**config.mk**
```make
export PLATFORM = sky130hd
export DESIGN_NAME = uart_rx_bridge
export DESIGN_NICKNAME = d
export VERILOG_FILES = /design/src/rtl/uart_rx_bridge.sv
export SDC_FILE = /design/constraint.sdc
export NUM_CORES = 1
export LEC_CHECK = 0
export BUFFER_PORTS_ARGS = -buffer_cell sky130_fd_sc_hd__buf_2
export CORE_MARGIN = 1.5
export CORE_UTILIZATION = 55
export CTS_BUF_LIST = sky130_fd_sc_hd__clkbuf_8 sky130_fd_sc_hd__clkbuf_16
export CTS_CLUSTER_DIAMETER = 200
export DETAILED_ROUTE_END_ITERATION = 8
export PLACE_DENSITY_LB_ADDON = 0.2
export SLEW_MARGIN = 15
export SYNTH_ARGS = -nofsm -noshare
export SYNTH_HDL_FRONTEND = slang
export SYNTH_SLANG_ARGS = --single-unit
```
**constraint.sdc**
```tcl
create_clock -name clk -period 3.8 [get_ports clk]
set_input_delay 0.19 -clock clk [delete_from_list [all_inputs] [get_ports clk]]
set_output_delay 0.19 -clock clk [all_outputs]
set_load 0.005 [all_outputs]
```
**src/rtl/uart_rx_bridge.sv**
```systemverilog
// uart_rx_bridge: receive side of the CPLD UART link.
// Synchronises data_ready, arbitrates for the shared ram1 data bus, strobes rdn,
// captures the byte and queues it in a small FIFO popped by the memory stage.
// Optional feature macro: UART_RX_FLOW_CTRL_EN (back-pressure instead of overrun).
`timescale 1ns/1ps
module uart_rx_bridge #(
    parameter int unsigned DEPTH     = 8,
    parameter int unsigned RD_CYCLES = 2
) (
    input  logic       clk,
    input  logic       rst,
    input  logic       data_ready,
    output logic       rdn,
    input  logic [7:0] bus_data,
    output logic       bus_req,
    input  logic       bus_gnt,
    input  logic       pop,
    output logic [7:0] rx_data,
    output logic       rx_valid,
    output logic [4:0] rx_count,
    output logic       overrun,
    input  logic       clr_ovr
);
    localparam int unsigned AW = $clog2(DEPTH);
    localparam int unsigned PW = AW + 1;
    localparam int unsigned CW = (RD_CYCLES > 1) ? $clog2(RD_CYCLES) : 1;
    localparam logic [PW-1:0] FULL_CNT = PW'(DEPTH);
    localparam logic [CW-1:0] CNT_LAST = CW'(RD_CYCLES - 1);

    typedef enum logic [2:0] {
        S_IDLE,
        S_REQ,
        S_STROBE,
        S_CAPTURE,
        S_RELEASE
    } state_t;

    state_t        r_state;
    logic          r_sync1;
    logic          r_sync2;
    logic [CW-1:0] r_cnt;
    logic          r_rdn;
    logic          r_bus_req;
    logic [7:0]    r_mem [DEPTH];
    logic [PW-1:0] r_wr_ptr;
    logic [PW-1:0] r_rd_ptr;
    logic          r_overrun;

    logic [PW-1:0] w_count;
    logic          w_full;
    logic          w_pop;
    logic          w_push;
    logic          w_write;
    logic          w_lost;
    logic          w_can_start;

    assign w_count = r_wr_ptr - r_rd_ptr;
    assign w_full  = (w_count == FULL_CNT);
    assign w_pop   = pop & (w_count != '0);
    assign w_push  = (r_state == S_CAPTURE);
    // a pop in the capture cycle frees the slot, so a full FIFO still accepts the byte
    assign w_write = w_push & (~w_full | w_pop);

`ifdef UART_RX_FLOW_CTRL_EN
    // leave the byte in the CPLD until there is room for it
    assign w_can_start = ~w_full;
    assign w_lost      = 1'b0;
`else
    assign w_can_start = 1'b1;
    assign w_lost      = w_push & w_full & ~w_pop;
`endif

    assign rdn      = r_rdn;
    assign bus_req  = r_bus_req;
    assign rx_data  = r_mem[r_rd_ptr[AW-1:0]];
    assign rx_valid = (w_count != '0);
    assign rx_count = 5'(w_count);
    assign overrun  = r_overrun;

    // two-flop synchroniser for the asynchronous data_ready level
    always_ff @(posedge clk or negedge rst) begin
        if (!rst) begin
            r_sync1 <= 1'b0;
            r_sync2 <= 1'b0;
        end else begin
            r_sync1 <= data_ready;
            r_sync2 <= r_sync1;
        end
    end

    // read sequencer: request bus, hold rdn low RD_CYCLES+1 cycles, release, wait for ready drop
    always_ff @(posedge clk or negedge rst) begin
        if (!rst) begin
            r_state   <= S_IDLE;
            r_cnt     <= '0;
            r_rdn     <= 1'b1;
            r_bus_req <= 1'b0;
        end else begin
            case (r_state)
                S_IDLE: begin
                    if (r_sync2 && w_can_start) begin
                        r_state   <= S_REQ;
                        r_bus_req <= 1'b1;
                    end
                end
                S_REQ: begin
                    if (bus_gnt) begin
                        r_state <= S_STROBE;
                        r_rdn   <= 1'b0;
                        r_cnt   <= '0;
                    end
                end
                S_STROBE: begin
                    if (r_cnt == CNT_LAST) begin
                        r_state <= S_CAPTURE;
                    end else begin
                        r_cnt <= r_cnt + CW'(1);
                    end
                end
                S_CAPTURE: begin
                    r_state   <= S_RELEASE;
                    r_rdn     <= 1'b1;
                    r_bus_req <= 1'b0;
                end
                S_RELEASE: begin
                    if (!r_sync2) begin
                        r_state <= S_IDLE;
                    end
                end
                default: begin
                    r_state   <= S_IDLE;
                    r_rdn     <= 1'b1;
                    r_bus_req <= 1'b0;
                end
            endcase
        end
    end

    // FIFO storage and pointers; bus_data is written on the edge that ends CAPTURE
    always_ff @(posedge clk or negedge rst) begin
        if (!rst) begin
            r_wr_ptr <= '0;
            r_rd_ptr <= '0;
            for (int unsigned i = 0; i < DEPTH; i++) begin
                r_mem[i] <= '0;
            end
        end else begin
            if (w_write) begin
                r_mem[r_wr_ptr[AW-1:0]] <= bus_data;
                r_wr_ptr                <= r_wr_ptr + PW'(1);
            end
            if (w_pop) begin
                r_rd_ptr <= r_rd_ptr + PW'(1);
            end
        end
    end

    // sticky overrun flag; a new loss wins over a same-cycle clear
    always_ff @(posedge clk or negedge rst) begin
        if (!rst) begin
            r_overrun <= 1'b0;
        end else if (w_lost) begin
            r_overrun <= 1'b1;
        end else if (clr_ovr) begin
            r_overrun <= 1'b0;
        end
    end

endmodule

```
# Yosys cells after proc, flatten, opt, wreduce, memory -nomap -nowiden
# Cells that the tools add are included.
totals:
  regBits: 81
  output_inout_bits: 17
classes:
  n_mux: 19
  bitwise: 11
  n_reduce_logical: 11
  n_lt_le_gt_ge: 3
  eq_ne: 9
  n_addsub: 4
ops:
  columns: ["operator", "count"]
  rows:
  - ["$bwmux 64", 1]
  - ["$bmux 8 s3", 1]
  - ["$demux 8 s3", 1]
  - ["$mux 8", 3]
  - ["$pmux 3 s5", 1]
  - ["$mux 3", 4]
  - ["$add 4x1->4 const B", 2]
  - ["$ge 4x4->1 const B", 2]
  - ["$ne 2x2->1 const B", 4]
  - ["$not 3->4", 2]
  - ["$eq 3x2->1 const B", 2]
  - ["$pmux 1 s2", 3]
  - ["$reduce_and 2->1", 3]
  - ["$reduce_or 3->1", 2]
  - ["$mux 1", 5]
  - ["$and 1x1->1", 4]
  - ["$eq 4x4->1 const B", 1]
  - ["$lt 4x1->1 const B", 1]
  - ["$not 1->1", 4]
  - ["$reduce_and 4->1", 1]
  - ["$reduce_bool 2->1", 2]
  - ["$reduce_bool 4->1", 1]
  - ["$sub 4x4->4", 1]
  - ["$eq 3x1->1 const B", 1]
  - ["other kinds (5)", 5]

# Logic depth before layout (Yosys ltp)
# Gate-level depths: netlist (run 1).
depth:
  ltp_word: 6
  ltp_mapped: 12
  depth_no_buf: 8

# Worst setup path after synthesis (run 1)
# OpenSTA, ideal clock, no wires.
synth_path:
  kind: "register to register"
  from: "reg r_wr_ptr[0]"
  to: "reg r_mem[6] in the netlist's numbering"
  required_ns: 3.649
  setup_ns: 0.151
  synth_period_minus_slack_ns: 3.289
  path_buffers: 4
  path_slack_ns: 0.511
  path_stages_with_launch: 13
  t_arrival_ns: 3.139
  cell_sequence: "dfrtp_1 clkbuf_1 inv_2 clkbuf_1 ha_1 inv_1 fa_1 or3b_1 buf_6 or2_4 o311ai_4 buf_6 o22ai_1"
synth_lines:
  columns: ["element", "line_no", "text"]
  rows:
  - ["start, declared", "45", "logic [PW-1:0] r_wr_ptr;"]
  - ["start signal, assigned", "150", "r_wr_ptr <= r_wr_ptr + PW'(1);"]
  - ["$sub 4x4->4 *", "57", "assign w_count = r_wr_ptr - r_rd_ptr;"]
  - ["net rx_count[1]", "20", "output logic [4:0] rx_count,"]
  - ["$reduce_bool 4->1 / $eq 4x4->1 (equally long branches)", "59, 58", null]
  - ["$and 1x1->1 / $not 1->1 (equally long branches)", "59, 62", null]
  - ["$or 1x1->1 *", "62", "assign w_write = w_push & (~w_full | w_pop);"]
  - ["$and 1x1->1 *", "62", null]
  - ["end signal, assigned by index", "149", "r_mem[r_wr_ptr[AW-1:0]] <= bus_data;"]
  - ["end, declared", "44", "logic [7:0] r_mem [DEPTH];"]
# The timed path passes the listed nets; every way through them passes the cells marked *.
# A chain may end at the register's enable or synchronous reset.

# Final worst setup path (run 1)
layout_path:
  from: "reg r_rd_ptr[2]"
  to: "reg r_mem[50] in the netlist's numbering"
layout_between:
  elab_chain_cells: 5
layout_rtl:
  columns: ["element", "line_no", "text"]
  rows:
  - ["start, declared", "46", "logic [PW-1:0] r_rd_ptr;"]
  - ["start signal, assigned", "153", "r_rd_ptr <= r_rd_ptr + PW'(1);"]
  - ["$sub 4x4->4 *", "57", null]
  - ["$reduce_bool 4->1 / $eq 4x4->1 (equally long branches)", "59, 58", null]
  - ["$and 1x1->1 / $not 1->1 (equally long branches)", "59, 62", null]
  - ["$or 1x1->1 *", "62", null]
  - ["$and 1x1->1 *", "62", null]
# Mark *: on every way between the ends. The rest lies on a longest branch, timed or not.

==> impl_metrics.json, run 1 <==
{
  "p_total_uw": 4126,
  "drt_wl_total_microns": 10210,
  "synth_top_cell_area_share_pct": 47.75,
  "met2WireLength_microns": 4788,
  "rsz0062_at_grt": "no",
  "io_pins": 31,
  "p_comb_share_pct": 49.6,
  "pwr-share-seq_pct": 34.2,
  "crit_buf_inv": 1,
  "grt_pass1_wl_microns": 17160,
  "nFillCells": 584,
  "yosys.area_share.simple_pct": 14.77,
  "setup.worst_path.end_class": "flip-flop",
  "setup_tns_ps": 0,
  "hpwlAfterDp_microns": 6949,
  "cts.sinks": 81,
  "cts_made_buffers": 9,
  "rr_startpoint": "r_rd_ptr[2]",
  "place_inst": 513,
  "wl_met1_microns": 4563,
  "synth_top_flop_cell": "dfrtp_1",
  "nets": 446,
  "violations": "hold timing",
  "io_buffers": 29,
  "gp_congestion": 0.8252,
  "crit_path_end": "r_mem[50]",
  "path_class": "reg -> reg",
  "synth_edf_count": 0,
  "hold_violations": 7,
  "finalCritPeriodShare_pct": 85.28,
  "ys_async_sr_fraction_pct": 100.0,
  "yosys.area.top_type": "dfrtp_1",
  "post_drt_via_cell_ratio": 6.302,
  "worstHoldPathType": "in -> async",
  "setup_slack_ps": 559.5,
  "clkTransAtPathRegs_ps": 90,
  "finalNonFillerCells": 530,
  "synth-xor-area-share_pct": 1.850,
  "synth_cell_types": 55,
  "antenna_found_initial": 0,
  "internal-power_uw": 2303,
  "fin_crit_ps": 3241,
  "ctsRootBufferMaster": "clkbuf_8",
  "drt_iter0_drc": 212,
  "grt_max_degree": 82,
  "hold_ws_ps": -23.51,
  "drcViolationCount": 0,
  "max_stage_delay_ps": 810,
  "top_layer": "met4",
  "synth_fp_nets": 410,
  "power_density_nw_per_um2": 883.0,
  "reg2reg_to": "r_mem[50]",
  "overflow": 0,
  "die_w_microns": 90.31,
  "worstPathRequired_ps": 4030,
  "muxShareOfSynthArea_pct": 9.132,
  "wire_per_inst_microns": 19.26,
  "dp_slack_ps": 633.0,
  "worstMarginPinSlew_ps": 1003,
  "num_rows": 31,
  "grt_usage_pct": 27.17,
  "wl_met3_microns": 701,
  "syn_area_sq_um": 4193,
  "grt_pass1_vias": 3255,
  "crit_path_top_delay_cell": "xor2_1",
  "max-vdd-ir-drop_mv": 0.4018,
  "switchingPower_uw": 1823,
  "maxSlewViolCount": 0,
  "synthTopCellsByCount": "nand2_1 (109), dfrtp_1 (80), o22ai_1 (64), mux4_2 (16)",
  "diodes": 0,
  "initial_core_util_pct": 57.19,
  "dieArea_sq_um": 8156,
  "yosys-top-cells-area": "dfrtp_1 (48%), nand2_1 (9.8%), o22ai_1 (9.5%)",
  "num_vias": 3340,
  "crit_start": "r_rd_ptr[2]",
  "synth_most_common_cell": "nand2_1",
  "power_frac_clock_pct": 16.1,
  "fmax_ghz": 0.3086,
  "die_y_microns": 90.31,
  "syn_inst": 390,
  "maxSlewHeadroom_pct": 32.91,
  "synth_top_family_by_area": "compound AO/OA/AOI/OAI gates",
  "synth.avg_cell_area_sq_um": 10.75,
  "switching_share_pct": 44.19,
  "cts_setup_buffers": 0,
  "cts_buffer_depth": 2,
  "yosysWarningCount": 0,
  "reg2reg_slack_ps": 560,
  "path_delay_family": "XOR/XNOR gates",
  "status": "finished with violations",
  "clk_latency_ps": 360,
  "drive_above_1_share_pct": 21.35,
  "cts_resized": 0,
  "p_leak_uw": 0.002026,
  "crit_path_cell_trace": "clkinv_1 > ha_1 > xor2_1 > o2111ai_1 > nand2_1 > o22ai_1",
  "critical_path_arrival_ps": 3470,
  "synth-compound-area-share_pct": 20.32,
  "ant_nets": 0,
  "tritoncts": "built",
  "r2r_cells": 6,
  "cp_max_fo": 13,
  "finalClockSkew_ps": 10.95,
  "synth-seq-area-share_pct": 48.37,
  "htreeDepth": 3,
  "syn2layout_area_growth_pct": 11.46,
  "cp-start-kind": "flip-flop",
  "synth_seq_cells": 81,
  "setup-violations-final": 0,
  "firstDrtPassIters": 5,
  "drv_cap": 0,
  "cp.depth": 6,
  "synthAdderAreaFrac_pct": 1.970,
  "core_sq_um": 7331
}
## metrics by stage
stage          utilization (%)  hold slack [ps]  instance area [sq um]
2_1_floorplan                -           -105.6                   4193
3_3_place_gp             60.74            301.1                   4453
3_5_place_dp             60.74            299.8                   4453
4_1_cts                  63.75            44.38                   4673
5_1_grt                  63.75            72.37                   4673
6_report                 63.75           -23.51                   4673
## flip-flops by register name, summed over array words and instances (netlist names)
register,flops
r_sync2,1
rdn,1
r_mem,64
r_sync1,1
bus_req,1
r_cnt,1
r_rd_ptr,4
r_wr_ptr,4
overrun,1
r_state,3
## cells by family after synthesis
logic type | count (synthesis)
XOR/XNOR | 8
AO/OA/AOI/OAI | 107
AND/OR/NAND/NOR | 142
buffers and inverters | 27
multiplexers | 18
flip-flops | 81
other | 1
adder cells (fa/ha/maj) | 6
## placed cells by master, fill, tap and decap left out, types with 2 or more instances in the layout
cell,instances
a2111oi_4,2
a21oi_1,9
a31oi_1,2
and3b_1,2
buf_2,28
buf_4,15
clkbuf_8,10
dfrtp_1,80
ha_1,5
inv_1,6
inv_6,3
mux2_2,2
mux4_2,16
nand2_1,109
nand3_1,6
nand3b_1,2
nor2_1,9
nor2b_1,2
nor3_1,2
o2111a_1,3
o2111ai_1,8
o22ai_1,64
o311ai_0,2
o311ai_4,4
o31ai_1,2
xnor2_1,5
xor2_1,2
## how the worst min path moves through the flow
stage / start / to / slack, ps
2_1_floorplan: rst / bus_req / -110
4_1_cts: rst / r_rd_ptr[0] / 40
5_1_grt: rst / r_rd_ptr[3] / 70
6_report: rst / r_rd_ptr[3] / -20
3_3_place_gp: data_ready / r_sync1 / 300
3_5_place_dp: data_ready / r_sync1 / 300
## power by group through the flow
stage | Clock (uW) | Combinational [uW] | Sequential (uW)
4_1_cts | 673 | 2050 | 1410
3_3_place_gp | 0 | 1990 | 1410
2_1_floorplan | 0 | 1580 | 1330
5_1_grt | 712 | 2260 | 1450
3_5_place_dp | 0 | 2030 | 1430
6_report | 666 | 2050 | 1410
## metal layers
metal	track usage, %	vias up
li1	-	1539
met1	39.76	1667
met2	41.48	121
met3	5.387	13
met4	7.672	0
met5	0	-
## cell type report
| type | count | area [sq um] | area share, % |
|---|---|---|---|
| Sequential cell | 81 | 2028 | 43.40 |
| Multi-Input combinational cell | 282 | 2018 | 43.19 |
| Timing Repair Buffer | 44 | 262.8 | 5.622 |
| Clock buffer | 10 | 137.6 | 2.945 |
| Tap cell | 99 | 123.9 | 2.651 |
| Clock inverter | 6 | 72.57 | 1.553 |
| Inverter | 8 | 30.03 | 0.6426 |
## timing repair
action                     in CTS  in global routing
hold endpoints to repair        1                  0
hold buffers                    1                  0
setup endpoints to repair       0                  0
Note: power is estimated with default switching activity, not from simulation.
==> run 2, diff against run 1 <==
--- a/config.mk
+++ b/config.mk
@@ -5,7 +5,7 @@
 export SDC_FILE = /design/constraint.sdc
 export NUM_CORES = 1
 export LEC_CHECK = 0
-export BUFFER_PORTS_ARGS = -buffer_cell sky130_fd_sc_hd__buf_2
+export BUFFER_PORTS_ARGS = -buffer_cell sky130_fd_sc_hd__buf_4
 export CORE_MARGIN = 1.5
 export CORE_UTILIZATION = 55
 export CTS_BUF_LIST = sky130_fd_sc_hd__clkbuf_8 sky130_fd_sc_hd__clkbuf_16
==> constraint.sdc (replaced) <==
create_clock -name clk -period 3.7 [get_ports clk]
set_input_delay 0.185 -clock clk [delete_from_list [all_inputs] [get_ports clk]]
set_output_delay 0.185 -clock clk [all_outputs]
set_load 0.005 [all_outputs]
==> run 2 against run 1 <==
- the run still ends with hold timing left
- final cell count decreased by 1.1%
- register-to-register slack gained 50 ps
- die area did not move
- critical endpoint is now r_mem[15]
- largest cell class unchanged
==> impl_metrics.json, run 2 (same netlist as run 1, synthesis figures left out) <==
{
  "status": "finished with violations",
  "violations": "hold timing",
  "cp-start-kind": "flip-flop",
  "dieArea_sq_um": 8156,
  "fmax_ghz": 0.3240,
  "post_drt_via_cell_ratio": 6.309,
  "max_stage_delay_ps": 660,
  "cts_buffer_depth": 2,
  "io_pins": 31,
  "crit_path_top_delay_cell": "o311ai_4",
  "io_buffers": 29,
  "gp_congestion": 0.8215,
  "finalCritPeriodShare_pct": 83.41,
  "setup.worst_path.end_class": "flip-flop",
  "initial_core_util_pct": 57.19,
  "maxSlewHeadroom_pct": 32.61,
  "drv_cap": 0,
  "max-vdd-ir-drop_mv": 0.4457,
  "crit_path_cell_trace": "inv_2 > ha_1 > inv_1 > fa_1 > or3b_1 > or2_4 > o311ai_4 > o22ai_1",
  "worstPathRequired_ps": 3890,
  "grt_usage_pct": 27.44,
  "drive_above_1_share_pct": 20.24,
  "fin_crit_ps": 3086,
  "core_sq_um": 7331,
  "grt_pass1_wl_microns": 17300,
  "tritoncts": "built",
  "overflow": 0,
  "pwr-share-seq_pct": 32.9,
  "maxSlewViolCount": 0,
  "layout_common_cells": "nand2_1 (109), dfrtp_1 (80), o22ai_1 (64), buf_4 (38), mux4_2 (16)",
  "largest_reg_flops": 64,
  "cts.sinks": 81,
  "rsz0062_at_grt": "no",
  "hold_ws_ps": -34.03,
  "num_rows": 31,
  "power_density_nw_per_um2": 925.9,
  "clk_latency_ps": 350,
  "hold_violations": 13,
  "clkTransAtPathRegs_ps": 80,
  "p_leak_uw": 0.002027,
  "crit_buf_inv": 2,
  "drt_wl_total_microns": 10330,
  "worstHoldPathType": "in -> async",
  "worstMarginPinSlew_ps": 1011,
  "finalClockSkew_ps": 6.638,
  "num_vias": 3306,
  "die_y_microns": 90.31,
  "path_class": "reg -> reg",
  "firstDrtPassIters": 5,
  "grt_pass1_vias": 3301,
  "reg_top3": "r_mem (64), r_rd_ptr (4), r_wr_ptr (4)",
  "htreeDepth": 3,
  "setup_tns_ps": 0,
  "ctsRootBufferMaster": "clkbuf_8",
  "grt_max_degree": 82,
  "drt_iter0_drc": 369,
  "critical_path_arrival_ps": 3270,
  "ant_nets": 0,
  "die_w_microns": 90.31,
  "diodes": 0,
  "wire_per_inst_microns": 19.71,
  "syn2layout_area_growth_pct": 12.41,
  "hpwlAfterDp_microns": 6863,
  "setup-violations-final": 0,
  "regMostFlops": "r_mem",
  "p_comb_share_pct": 50.5,
  "drcViolationCount": 0,
  "power_frac_clock_pct": 16.5,
  "cts_made_buffers": 9,
  "cts_setup_buffers": 0,
  "switchingPower_uw": 1862,
  "internal-power_uw": 2502,
  "nets": 441,
  "switching_share_pct": 42.67,
  "cp_max_fo": 16,
  "path_delay_family": "simple AND/OR/NAND/NOR gates",
  "antenna_found_initial": 0,
  "final_common_cell": "nand2_1"
}
run 2: area by class of cell:
cell class	instances	area (sq um)
Sequential cell	81	2028
Fill cell	595	2618
Multi-Input combinational cell	282	2018
Tap cell	99	123.9
Timing Repair Buffer	39	295.3
Clock inverter	5	80.08
Clock buffer	10	137.6
Inverter	8	30.03
run 2: final timing paths:
kind | slack (ps) | endpoint | from | depth (start not counted)
worst min-delay path | -30 | r_rd_ptr[2] | rst | 1
worst max-delay path | 610 | r_mem[15] | r_wr_ptr[0] | 8
worst min register to register | 360 | r_sync2 | r_sync1 | 0
min in group clk | 120 | overrun | clr_ovr | 3
max in group asynchronous | 3050 | r_wr_ptr[0] | rst | 1
worst max register to register | 610 | r_mem[15] | r_wr_ptr[0] | 8
run 2: what timing repair did:
item | in CTS | in global routing
hold buffers | 1 | 0
gates resized for setup | 0 | 0
endpoints found under the hold margin | 1 | 0
run 2: routing by layer:
| metal | wire (microns) | GRT usage, % |
|---|---|---|
| met1 | 4536 | 40.37 |
| met2 | 4883 | 41.73 |
| met3 | 752 | 4.209 |
| met4 | 156 | 9.524 |
| met5 | 0 | 0 |
run 2: power by group through the flow:
stage                     clock (uW)  sequential, uW  combinational (uW)
final                            722            1440                2200
after global routing             774            1480                2430
after CTS                        731            1430                2200
after detailed placement           0            1450                2180
after global placement             0            1440                2140
after floorplan                    0            1370                1620
run 2: per-stage QoR:
step	power, uW	instance area [sq um]	util [%]	std cells	setup WS [ps]
detailed placement	3635	4486	61.19	508	702.7
floorplan	2991	4193	-	390	410.6
finish	4364	4713	64.29	524	613.9
global placement	3582	4486	61.19	508	746.3
CTS	4359	4713	64.29	524	646.3
global route	4686	4713	64.29	524	360.5
